===== src/rtl/rob_commit_ctrl_pkg.sv =====
// Shared widths, sizes and tag/index helpers for the in-order commit controller.
package rob_commit_ctrl_pkg;
  localparam int ROB_SIZE = 16;
  localparam int IDX_W    = 4;
  localparam int TAG_W    = 5;
  localparam int DATA_W   = 32;
  localparam int REG_W    = 5;

  typedef logic [TAG_W-1:0]  tag_t;
  typedef logic [IDX_W-1:0]  idx_t;
  typedef logic [IDX_W:0]    cnt_t;
  typedef logic [DATA_W-1:0] data_t;
  typedef logic [REG_W-1:0]  reg_t;

  // Tag 0 means "value lives in the regfile"; it is never handed out.
  localparam tag_t EMPTY_TAG = '0;

  function automatic idx_t tag_to_idx(input tag_t t);
    tag_t m;
    m = t - tag_t'(1);
    return m[IDX_W-1:0];
  endfunction

  function automatic tag_t idx_to_tag(input idx_t i);
    return tag_t'(i) + tag_t'(1);
  endfunction
endpackage


===== src/rtl/rob_commit_ctrl_if.sv =====
// Decoder/CDB/regfile-facing signal bundle of the reorder buffer.
interface rob_commit_ctrl_if;
  import rob_commit_ctrl_pkg::*;

  logic  alloc_valid;
  reg_t  alloc_rd;
  tag_t  alloc_tag;
  logic  rob_full;

  logic  cdb_valid;
  tag_t  cdb_tag;
  data_t cdb_data;
  logic  cdb_mispredict;
  data_t cdb_target;

  tag_t  query_tag1;
  tag_t  query_tag2;
  logic  query_rdy1;
  logic  query_rdy2;
  data_t query_data1;
  data_t query_data2;

  logic  if_commit;
  reg_t  pos_commit;
  data_t data_commit;
  tag_t  tag_commit;
  logic  clear;
  data_t clear_pc;

  modport slave (
    input  alloc_valid, alloc_rd, cdb_valid, cdb_tag, cdb_data, cdb_mispredict, cdb_target,
           query_tag1, query_tag2,
    output alloc_tag, rob_full, query_rdy1, query_rdy2, query_data1, query_data2,
           if_commit, pos_commit, data_commit, tag_commit, clear, clear_pc
  );

  modport master (
    output alloc_valid, alloc_rd, cdb_valid, cdb_tag, cdb_data, cdb_mispredict, cdb_target,
           query_tag1, query_tag2,
    input  alloc_tag, rob_full, query_rdy1, query_rdy2, query_data1, query_data2,
           if_commit, pos_commit, data_commit, tag_commit, clear, clear_pc
  );
endinterface


===== src/rtl/rob_commit_ctrl.sv =====
// Circular reorder buffer: allocates tags, collects CDB results, retires the head in order.
// Commit/clear outputs registered one edge after the head is ready; rdy low freezes all state.
module rob_commit_ctrl
  import rob_commit_ctrl_pkg::*;
(
  input  logic             clk,
  input  logic             rst,
  input  logic             rdy,
  rob_commit_ctrl_if.slave bus
);

  logic  ent_valid  [ROB_SIZE];
  logic  ent_ready  [ROB_SIZE];
  reg_t  ent_rd     [ROB_SIZE];
  data_t ent_data   [ROB_SIZE];
  logic  ent_mp     [ROB_SIZE];
  data_t ent_target [ROB_SIZE];

  idx_t  head;
  idx_t  tail;
  cnt_t  count;

  logic  if_commit_q;
  reg_t  pos_q;
  data_t data_q;
  tag_t  tag_q;
  logic  clear_q;
  data_t clear_pc_q;

  logic  full;
  logic  do_alloc;
  logic  do_commit;
  logic  do_wb;
  logic  flush;
  idx_t  wb_idx;
  idx_t  q1_idx;
  idx_t  q2_idx;

  // Fullness uses the pre-commit count, so a slot freed this edge is not reused until the next.
  assign full      = (count == cnt_t'(ROB_SIZE));
  assign wb_idx    = tag_to_idx(bus.cdb_tag);
  assign do_alloc  = bus.alloc_valid && !full && !clear_q;
  assign do_commit = !clear_q && ent_valid[head] && ent_ready[head];
  assign do_wb     = !clear_q && bus.cdb_valid && (bus.cdb_tag != EMPTY_TAG) && ent_valid[wb_idx];
  assign flush     = do_commit && ent_mp[head];

  always_ff @(posedge clk) begin
    if (rst) begin
      head        <= '0;
      tail        <= '0;
      count       <= '0;
      if_commit_q <= 1'b0;
      pos_q       <= '0;
      data_q      <= '0;
      tag_q       <= '0;
      clear_q     <= 1'b0;
      clear_pc_q  <= '0;
      for (int i = 0; i < ROB_SIZE; i++) begin
        ent_valid[i]  <= 1'b0;
        ent_ready[i]  <= 1'b0;
        ent_rd[i]     <= '0;
        ent_data[i]   <= '0;
        ent_mp[i]     <= 1'b0;
        ent_target[i] <= '0;
      end
    end else if (rdy) begin
      clear_q <= flush;
      if (flush) clear_pc_q <= ent_target[head];

      if (do_commit) begin
        if_commit_q <= (ent_rd[head] != '0);
        pos_q       <= ent_rd[head];
        data_q      <= ent_data[head];
        tag_q       <= idx_to_tag(head);
      end else begin
        if_commit_q <= 1'b0;
      end

      if (flush) begin
        head  <= '0;
        tail  <= '0;
        count <= '0;
        for (int i = 0; i < ROB_SIZE; i++) begin
          ent_valid[i] <= 1'b0;
          ent_ready[i] <= 1'b0;
        end
      end else begin
        if (do_wb) begin
          ent_ready[wb_idx]  <= 1'b1;
          ent_data[wb_idx]   <= bus.cdb_data;
          ent_mp[wb_idx]     <= bus.cdb_mispredict;
          ent_target[wb_idx] <= bus.cdb_target;
        end
        if (do_commit) begin
          ent_valid[head] <= 1'b0;
          ent_ready[head] <= 1'b0;
          head            <= head + idx_t'(1);
        end
        // Placed last so an allocation overrides a stray writeback to the same slot.
        if (do_alloc) begin
          ent_valid[tail] <= 1'b1;
          ent_ready[tail] <= 1'b0;
          ent_rd[tail]    <= bus.alloc_rd;
          ent_mp[tail]    <= 1'b0;
          tail            <= tail + idx_t'(1);
        end
        if (do_alloc && !do_commit)      count <= count + cnt_t'(1);
        else if (!do_alloc && do_commit) count <= count - cnt_t'(1);
      end
    end
  end

  assign q1_idx = tag_to_idx(bus.query_tag1);
  assign q2_idx = tag_to_idx(bus.query_tag2);

  always_comb begin
    bus.query_rdy1  = 1'b0;
    bus.query_data1 = '0;
    bus.query_rdy2  = 1'b0;
    bus.query_data2 = '0;
    if (bus.cdb_valid && bus.query_tag1 != EMPTY_TAG && bus.cdb_tag == bus.query_tag1) begin
      bus.query_rdy1  = 1'b1;
      bus.query_data1 = bus.cdb_data;
    end else if (bus.query_tag1 != EMPTY_TAG && ent_valid[q1_idx] && ent_ready[q1_idx]) begin
      bus.query_rdy1  = 1'b1;
      bus.query_data1 = ent_data[q1_idx];
    end
    if (bus.cdb_valid && bus.query_tag2 != EMPTY_TAG && bus.cdb_tag == bus.query_tag2) begin
      bus.query_rdy2  = 1'b1;
      bus.query_data2 = bus.cdb_data;
    end else if (bus.query_tag2 != EMPTY_TAG && ent_valid[q2_idx] && ent_ready[q2_idx]) begin
      bus.query_rdy2  = 1'b1;
      bus.query_data2 = ent_data[q2_idx];
    end
  end

  assign bus.alloc_tag   = idx_to_tag(tail);
  assign bus.rob_full    = full;
  assign bus.if_commit   = if_commit_q;
  assign bus.pos_commit  = pos_q;
  assign bus.data_commit = data_q;
  assign bus.tag_commit  = tag_q;
  assign bus.clear       = clear_q;
  assign bus.clear_pc    = clear_pc_q;

endmodule


===== src/flat_wrapper.sv =====
// flat-port wrapper written by rule: the top's interface ports become plain ports
module rob_commit_ctrl_flat import rob_commit_ctrl_pkg::*;
  (clk, rst, rdy, bus_alloc_valid, bus_alloc_rd, bus_cdb_valid, bus_cdb_tag, bus_cdb_data, bus_cdb_mispredict, bus_cdb_target, bus_query_tag1, bus_query_tag2, bus_alloc_tag, bus_rob_full, bus_query_rdy1, bus_query_rdy2, bus_query_data1, bus_query_data2, bus_if_commit, bus_pos_commit, bus_data_commit, bus_tag_commit, bus_clear, bus_clear_pc);
  rob_commit_ctrl_if bus_i ();
  input  logic clk;
  input  logic rst;
  input  logic rdy;
  input wire logic [$bits(bus_i.alloc_valid)-1:0] bus_alloc_valid;
  input wire logic [$bits(bus_i.alloc_rd)-1:0] bus_alloc_rd;
  input wire logic [$bits(bus_i.cdb_valid)-1:0] bus_cdb_valid;
  input wire logic [$bits(bus_i.cdb_tag)-1:0] bus_cdb_tag;
  input wire logic [$bits(bus_i.cdb_data)-1:0] bus_cdb_data;
  input wire logic [$bits(bus_i.cdb_mispredict)-1:0] bus_cdb_mispredict;
  input wire logic [$bits(bus_i.cdb_target)-1:0] bus_cdb_target;
  input wire logic [$bits(bus_i.query_tag1)-1:0] bus_query_tag1;
  input wire logic [$bits(bus_i.query_tag2)-1:0] bus_query_tag2;
  output wire logic [$bits(bus_i.alloc_tag)-1:0] bus_alloc_tag;
  output wire logic [$bits(bus_i.rob_full)-1:0] bus_rob_full;
  output wire logic [$bits(bus_i.query_rdy1)-1:0] bus_query_rdy1;
  output wire logic [$bits(bus_i.query_rdy2)-1:0] bus_query_rdy2;
  output wire logic [$bits(bus_i.query_data1)-1:0] bus_query_data1;
  output wire logic [$bits(bus_i.query_data2)-1:0] bus_query_data2;
  output wire logic [$bits(bus_i.if_commit)-1:0] bus_if_commit;
  output wire logic [$bits(bus_i.pos_commit)-1:0] bus_pos_commit;
  output wire logic [$bits(bus_i.data_commit)-1:0] bus_data_commit;
  output wire logic [$bits(bus_i.tag_commit)-1:0] bus_tag_commit;
  output wire logic [$bits(bus_i.clear)-1:0] bus_clear;
  output wire logic [$bits(bus_i.clear_pc)-1:0] bus_clear_pc;
  assign bus_i.alloc_valid = bus_alloc_valid;
  assign bus_i.alloc_rd = bus_alloc_rd;
  assign bus_i.cdb_valid = bus_cdb_valid;
  assign bus_i.cdb_tag = bus_cdb_tag;
  assign bus_i.cdb_data = bus_cdb_data;
  assign bus_i.cdb_mispredict = bus_cdb_mispredict;
  assign bus_i.cdb_target = bus_cdb_target;
  assign bus_i.query_tag1 = bus_query_tag1;
  assign bus_i.query_tag2 = bus_query_tag2;
  assign bus_alloc_tag = bus_i.alloc_tag;
  assign bus_rob_full = bus_i.rob_full;
  assign bus_query_rdy1 = bus_i.query_rdy1;
  assign bus_query_rdy2 = bus_i.query_rdy2;
  assign bus_query_data1 = bus_i.query_data1;
  assign bus_query_data2 = bus_i.query_data2;
  assign bus_if_commit = bus_i.if_commit;
  assign bus_pos_commit = bus_i.pos_commit;
  assign bus_data_commit = bus_i.data_commit;
  assign bus_tag_commit = bus_i.tag_commit;
  assign bus_clear = bus_i.clear;
  assign bus_clear_pc = bus_i.clear_pc;
  rob_commit_ctrl u_core (.clk(clk), .rst(rst), .rdy(rdy), .bus(bus_i));
endmodule

===== config.mk =====
export PLATFORM = sky130hd
export DESIGN_NAME = rob_commit_ctrl_flat
export DESIGN_NICKNAME = d
export VERILOG_FILES = /design/src/rtl/rob_commit_ctrl_pkg.sv /design/src/rtl/rob_commit_ctrl_if.sv /design/src/rtl/rob_commit_ctrl.sv /design/src/flat_wrapper.sv
export SDC_FILE = /design/constraint.sdc
export NUM_CORES = 2
export LEC_CHECK = 0
export ABC_AREA = 1
export BUFFER_PORTS_ARGS = -buffer_cell sky130_fd_sc_hd__clkbuf_2
export CAP_MARGIN = 0
export CORE_ASPECT_RATIO = 2
export CORE_MARGIN = 8
export CORE_UTILIZATION = 40
export CTS_CLUSTER_SIZE = 14
export DETAILED_ROUTE_END_ITERATION = 7
export GPL_TIMING_DRIVEN = 0
export HOLD_SLACK_MARGIN = 0.06
export PLACE_DENSITY = 0.64
export REMOVE_ABC_BUFFERS = 1
export SYNTH_ARGS = -nofsm -noshare
export SYNTH_HDL_FRONTEND = slang
export SYNTH_SLANG_ARGS = --single-unit

===== constraint.sdc =====
create_clock -name clk -period 4.32 [get_ports clk]
set_input_delay 0 -clock clk [delete_from_list [all_inputs] [get_ports clk]]
set_output_delay 0 -clock clk [all_outputs]
set_load 0.02 [all_outputs]

Yosys cells after proc, flatten, opt, wreduce, memory -nomap -nowiden
Memories as Yosys holds them, arrays and structs flattened. A register that Yosys moved wholly into a read port is not among the register bits.
Index checks and enable logic that the tools add are counted.
{"block": "word_totals", "in_bits": 90, "reg_bits": 25, "memories": 6, "output_inout_bits": 148, "romBits": 0, "ramBits": 1152, "latch_bits": 0}
{"name": "u_core.ent_data", "depth": 16, "width": 32, "rd": 3, "rd_ports_with_merged_regs": 1, "wr": 16, "line_no": "rob_commit_ctrl.sv:15", "source": "data_t ent_data [ROB_SIZE];"}
{"name": "u_core.ent_target", "depth": 16, "width": 32, "rd": 1, "rd_ports_with_merged_regs": 1, "wr": 16, "line_no": "rob_commit_ctrl.sv:17", "source": "data_t ent_target [ROB_SIZE];"}
{"name": "u_core.ent_rd", "depth": 16, "width": 5, "rd": 1, "rd_ports_with_merged_regs": 1, "wr": 16, "line_no": "rob_commit_ctrl.sv:14", "source": "reg_t ent_rd [ROB_SIZE];"}
{"name": "u_core.ent_mp", "depth": 16, "width": 1, "rd": 1, "rd_ports_with_merged_regs": 1, "wr": 16, "line_no": "rob_commit_ctrl.sv:16", "source": "logic ent_mp [ROB_SIZE];"}
{"name": "u_core.ent_ready", "depth": 16, "width": 1, "rd": 3, "rd_ports_with_merged_regs": 1, "wr": 16, "line_no": "rob_commit_ctrl.sv:13", "source": "logic ent_ready [ROB_SIZE];"}
{"name": "u_core.ent_valid", "depth": 16, "width": 1, "rd": 4, "rd_ports_with_merged_regs": 1, "wr": 16, "line_no": "rob_commit_ctrl.sv:12", "source": "logic ent_valid [ROB_SIZE];"}
{"block": "classes", "bitwise_logic": 32, "add_sub_neg": 9, "n_lt_le_gt_ge": 0, "reduce_logical": 44, "shift": 0, "mul": 0, "eq_ne": 3, "muxes": 107, "div_mod_pow": 0}
{"operator": "32-bit 2-to-1 mux", "count": 6}
{"operator": "4-bit 2-to-1 mux", "count": 22}
{"operator": "1-bit 2-to-1 mux", "count": 75}
{"operator": "32-bit OR reduction", "count": 2}
{"operator": "1-bit bitwise OR", "count": 32}
{"operator": "5-bit 2-to-1 mux", "count": 4}
{"operator": "5-bit nonzero test", "count": 4}
{"operator": "1-bit logical AND", "count": 18}
{"operator": "4-bit by 1-bit subtractor with 4-bit output (second input constant)", "count": 3}
{"operator": "4-bit by 1-bit adder with 5-bit output (second input constant)", "count": 2}
{"operator": "5-bit equality test", "count": 2}
{"operator": "2-bit AND reduction", "count": 5}
{"operator": "4-bit by 1-bit adder with 4-bit output (second input constant)", "count": 2}
{"operator": "1-bit OR reduction", "count": 7}
{"operator": "5-bit by 1-bit adder with 5-bit output (second input constant)", "count": 1}
{"operator": "5-bit equality test (second input constant)", "count": 1}
{"operator": "5-bit OR reduction", "count": 1}
{"operator": "5-bit by 1-bit subtractor with 5-bit output (second input constant)", "count": 1}
{"operator": "1-bit zero test", "count": 4}
{"operator": "2-bit nonzero test", "count": 2}
{"operator": "3-bit nonzero test", "count": 1}

Logic depth before layout (Yosys ltp)
{"block": "logic_depth", "depth_word": 11, "depth_mapped": 18, "mapped_depth_nobuf": 17}

Least setup slack after synthesis
Ideal clock, no wire load.
{"block": "synth_path", "kind": "in2reg", "from": "input port bus_cdb_tag[0]", "to": "memory u_core.ent_data[10][0] in the netlist's numbering, enable pin", "t_required_ps": 3896, "arrival_time_ps": 3142, "setup_slack_ps": 754, "setup_ps": 424, "stages": 13, "cell_sequence": "inv_1 -> buf_2 -> ha_1 -> xnor2_1 -> nand3_1 -> nand3_1 -> nand2_1 -> nor2_2 -> buf_6 -> nand3_2 -> buf_2 -> buf_2 -> nand2_1"}
{"item": "from (decl)", "line_no": "flat_wrapper.sv:11", "source": "input wire logic [$bits(bus_i.cdb_tag)-1:0] bus_cdb_tag;"}
{"item": "to (decl)", "line_no": "rob_commit_ctrl.sv:15"}

Worst setup path after layout
{"block": "layout_path", "from": "input port bus_query_tag1[0]", "to": "output port bus_query_data1[26]"}
{"block": "layout_via", "elab_chain_cells": 6, "elab_cells_between_ends": 12, "classes_between": "add/sub (1); eq/ne (1); mux (2); reduce/logical (5); memory (3)"}
{"item": "from (decl)", "line_no": "flat_wrapper.sv:15", "source": "input wire logic [$bits(bus_i.query_tag1)-1:0] bus_query_tag1;"}
{"item": "4-bit by 1-bit subtractor with 4-bit output", "line_no": "rob_commit_ctrl_pkg.sv:20", "source": "m = t - tag_t'(1);"}
{"item": "memory 16 x 1 bit"}
{"item": "1-bit logical AND (2 in a row)", "line_no": "rob_commit_ctrl.sv:124", "source": "end else if (bus.query_tag1 != EMPTY_TAG && ent_valid[q1_idx] && ent_ready[q1_idx]) begin"}
{"item": "32-bit 2-to-1 mux", "line_no": "rob_commit_ctrl.sv:124"}
{"item": "32-bit 2-to-1 mux *", "line_no": "rob_commit_ctrl.sv:121", "source": "if (bus.cdb_valid && bus.query_tag1 != EMPTY_TAG && bus.cdb_tag == bus.query_tag1) begin"}
{"item": "to (decl)", "line_no": "flat_wrapper.sv:21", "source": "output wire logic [$bits(bus_i.query_data1)-1:0] bus_query_data1;"}
Every way passes the cells marked *; elsewhere a longest branch is shown, timed or not.

==> metrics.md <==
| Metric | Value |
|---|---|
| Status | finished, violations left |
| Failing checks | design-rule violations, negative setup slack |
| Clock share of power | approximately two fifths |
| CTS max path bufs | 3 |
| Most common cell after layout, fill and taps aside | nor2_1 |
| Most frequent cells in the layout | 1817 x nor2_1, 1170 x o21ai_0, 1104 x edfxtp_1 |
| CP bufs+invs | 7 |
| Port Buffers | 237 |
| Sw Ratio | roughly 27% |
| Crit path top cell by count | nand3_1 |
| Total track usage | around 27% |
| Post-synthesis sequential area ratio | 55.61% |
| Slew Viols, Final | 0 |
| Clk_skew | 54.26 ps |
| P_int | around 20 mW |
| Ys flop type | edfxtp_1 |
| Post-DP HPWL | about 130000 µm |
| Core area | around 160000 µm² |
| Synth Area per Inst | between 8 and 9 µm² |
| Clock transition at path regs | around 60 ps |
| Drt initial violations | about 9500 |
| Die width | 300.4 µm |
| Final Util | a little under half |
| CP Capture Type | primary output |
| Crit path max-delay family | buffers and inverters |
| Worst Path Max Fanout | 100 |
| Setup slack after layout | -36.11 ps |
| Logic gate share of total power | about an eighth |
| First drt pass iteration count | 8 |
| Gr ovfl total | 0 |
| TritonCTS clock tree | yes |
| Place WS | -1756 ps |
| Leakage power | about 28 nW |
| Chip height | around 580 µm |
| Post-synth EDFFs | between 1000 and 1500 |
| Final hold viol count | 0 |
| Max-cap violations | 0 |
| Setup CP Type | input pin to primary output |
| Vias in the first global route | 55000 |
| Row count | around 210 |
| First-pass GRT wire length | 363200 µm |
| Clock root cell | clkbuf_16 |
| Startpoint types | input pin |
| Measured slew at the worst slew-check pin | between 1000 and 1500 ps |
| Critical-path cell list | buf_8 -> buf_16 -> inv_8 -> ha_4 -> xnor2_4 -> buf_6 -> inv_6 -> nand3_1 -> nand3_1 -> nand3_4 -> clkinv_8 -> o2111ai_1 -> o21ai_0 -> clkbuf_2 |
| Max Fclk | roughly 230 MHz |
| CTS buffer count | 117 |
| Final layout net count | roughly 7600 |
| Critical-path top delay cell | buf_8 |
| DR vias | just under 60000 |
| Critical path required time | 4320 ps |
| Max_slew headroom | between 10 and 15% |
| Area growth, synth to finish | 14.02% |
| Synth Cell Area | between 60000 and 70000 µm² |
| Unrepaired setup endpoints after global routing | false |
| Sw Pwr | about 7.3 mW |
| Pin count of the biggest net entering global routing | approximately 140 |
| Starting density of the core | between 40% and 50% |
| Detailed Route WL | ~260000 µm |
| Number of library cell types mapped by synthesis | 45 |
| Final ANT Viol Nets | 0 |
| Post-layout minimum cycle time | roughly 4400 ps |
| Cells after synthesis | roughly 7500 |
| GPL Wtd Cong | 0.8282 |
| Routed vias/inst | just over 6 |
| Worst-Skew Late Latency | roughly 760 ps |
| Worst vdd ir | 0.3741 mV |
| Setup TNS | -36.11 ps |
| Post-synthesis sequential element count | roughly 1200 |
| Initial antenna violation count | 10 |
| Slowest stage delay, CP | roughly 460 ps |
| Worst EP arrival | between 4000 and 5000 ps |
| DIE AREA | between 150000 and 200000 µm² |
| YS warnings | 0 |
| Hold crit path type | input pin to flop |
| Final period util | 100.8% |
| I/O pin count | 238 |
| Register share of total power | about half |
| Layout cells sized above 1 | 8.415% |
| Drt drc | 5 |
| Pwr dens | 369.1 nW/µm² |
| Htree depth | 3 |
| Asr flop ratio synth | 0% |
| Final setup violation count | 1 |
| Num Clock Sinks | roughly 1200 |
| Drt wl/cell | about 26 µm |
## sequential cells by signal, indices dropped and copies added (netlist names), named ones only
register / cells
u_core.bus.clear: 1
u_core.bus.clear_pc: 32
u_core.bus.data_commit: 32
u_core.bus.if_commit: 1
u_core.bus.pos_commit: 5
u_core.bus.tag_commit: 5
u_core.count: 5
u_core.ent_data: 512
u_core.ent_mp: 16
u_core.ent_rd: 80
u_core.ent_ready: 16
u_core.ent_target: 512
u_core.ent_valid: 16
u_core.head: 4
u_core.tail: 4
## cells in the mapped netlist, types with 2 or more instances
cell type | count | area share [%]
o21ai_0 | 1171 | 9.1
nand3_1 | 252 | 1.9
o2111ai_1 | 20 | 0.27
buf_1 | 43 | 0.25
nand2_1 | 764 | 4.4
buf_6 | 33 | 0.57
buf_2 | 90 | 0.70
ha_1 | 20 | 0.39
nand4_1 | 49 | 0.47
clkinv_1 | 36 | 0.21
dfxtp_1 | 141 | 4.4
o21bai_1 | 2 | 0.023
nor3_1 | 16 | 0.12
a22o_1 | 2 | 0.027
a31oi_1 | 9 | 0.087
edfxtp_1 | 1104 | 51
nand3_2 | 16 | 0.25
xor2_1 | 9 | 0.12
nor2_1 | 1820 | 11
inv_2 | 15 | 0.087
a221oi_1 | 41 | 0.56
inv_1 | 354 | 2.1
a21oi_1 | 649 | 5.0
xnor2_1 | 3 | 0.041
xor2_2 | 2 | 0.050
buf_4 | 4 | 0.046
o22ai_1 | 173 | 1.7
o221ai_1 | 12 | 0.16
o211ai_1 | 151 | 1.8
clkbuf_1 | 503 | 2.9
o31ai_1 | 6 | 0.070
nor2_2 | 3 | 0.029
a211oi_1 | 22 | 0.26
## path summary, 6_finish.rpt
kind / start / to / slack [ps] / cells past startpoint
worst max register to register: flop / u_core.ent_data[2][19] / 30 / 11
worst min register to register: u_core.bus.clear_pc[27] / u_core.bus.clear_pc[27] / 450 / 2
worst max-delay path: bus_query_tag1[0] / bus_query_data1[26] / -40 / 14
worst min-delay path: bus_cdb_tag[3] / u_core.ent_mp[12] / 190 / 7
## stage by stage
step | power, mW | instance area (µm²) | instances | hold WS (ps)
global route | 27.82 | 73760 | 9658 | 165.6
detailed placement | 16.78 | 68620 | 9323 | 431.4
floorplan | 15.37 | 61770 | 6873 | 69.07
CTS | 27.06 | 73620 | 9646 | 93.34
global placement | 16.77 | 65600 | 9220 | 385.0
finish | 27.23 | 73760 | 9659 | 187.5
## worst min-delay path: cells and delay by family
family	cells	cell delay, ps
xor+xnor	1	170
simple gates	3	340
buf+inv	2	290
compound gates	1	70
## cells by family after synthesis
| family | Yosys count | synth area share (%) |
|---|---|---|
| AOI/OAI and AO/OA | 2261 | 18.99 |
| xor gates and xnor gates | 15 | 0.2379 |
| adders and majority gates | 21 | 0.4178 |
| buffers and inverters | 1080 | 6.868 |
| DFF | 1245 | 55.61 |
| and+or+nand+nor | 2925 | 17.88 |
## layout make-up
class                      count  area, µm²
clock buffer                 186       3466
antenna                        3      7.507
timing repair buffer         440       4788
multi-input combinational   5234      24910
fill                       15290      87580
sequential                  1245      35990
clock inverter                35      321.6
inverter                     406       1637
tap                         2110       2640
## per-layer routing
metal  global-route usage [%]  routed length [µm]  vias up
li1                         -                   -    25900
met1                    34.13               89240    27870
met2                    42.93              113600     4527
met3                    6.738               35120     1102
met4                    16.35               17870       12
met5                   0.2189                 110        -
## repair_timing
| action | 4_1_cts | 5_1_grt |
|---|---|---|
| cloned | 8 | 5 |
| pin swaps | 15 | 6 |
| buffers inserted | 19 | 5 |
| resized for setup | 29 | 9 |
| hold buffers | 75 | 0 |
| setup endpoints to repair | 2207 | 334 |
| endpoints found under the hold margin | 1149 | 0 |
## power by group through the flow
stage	Clock, mW	Combinational (mW)	Sequential, mW
finish	10.4	3.30	13.5
global route	10.9	3.46	13.5
CTS	10.4	3.15	13.5
detailed placement	0	3.03	13.7
global placement	0	2.94	13.8
floorplan	0	1.63	13.7
(Power assumes the default switching activity.)
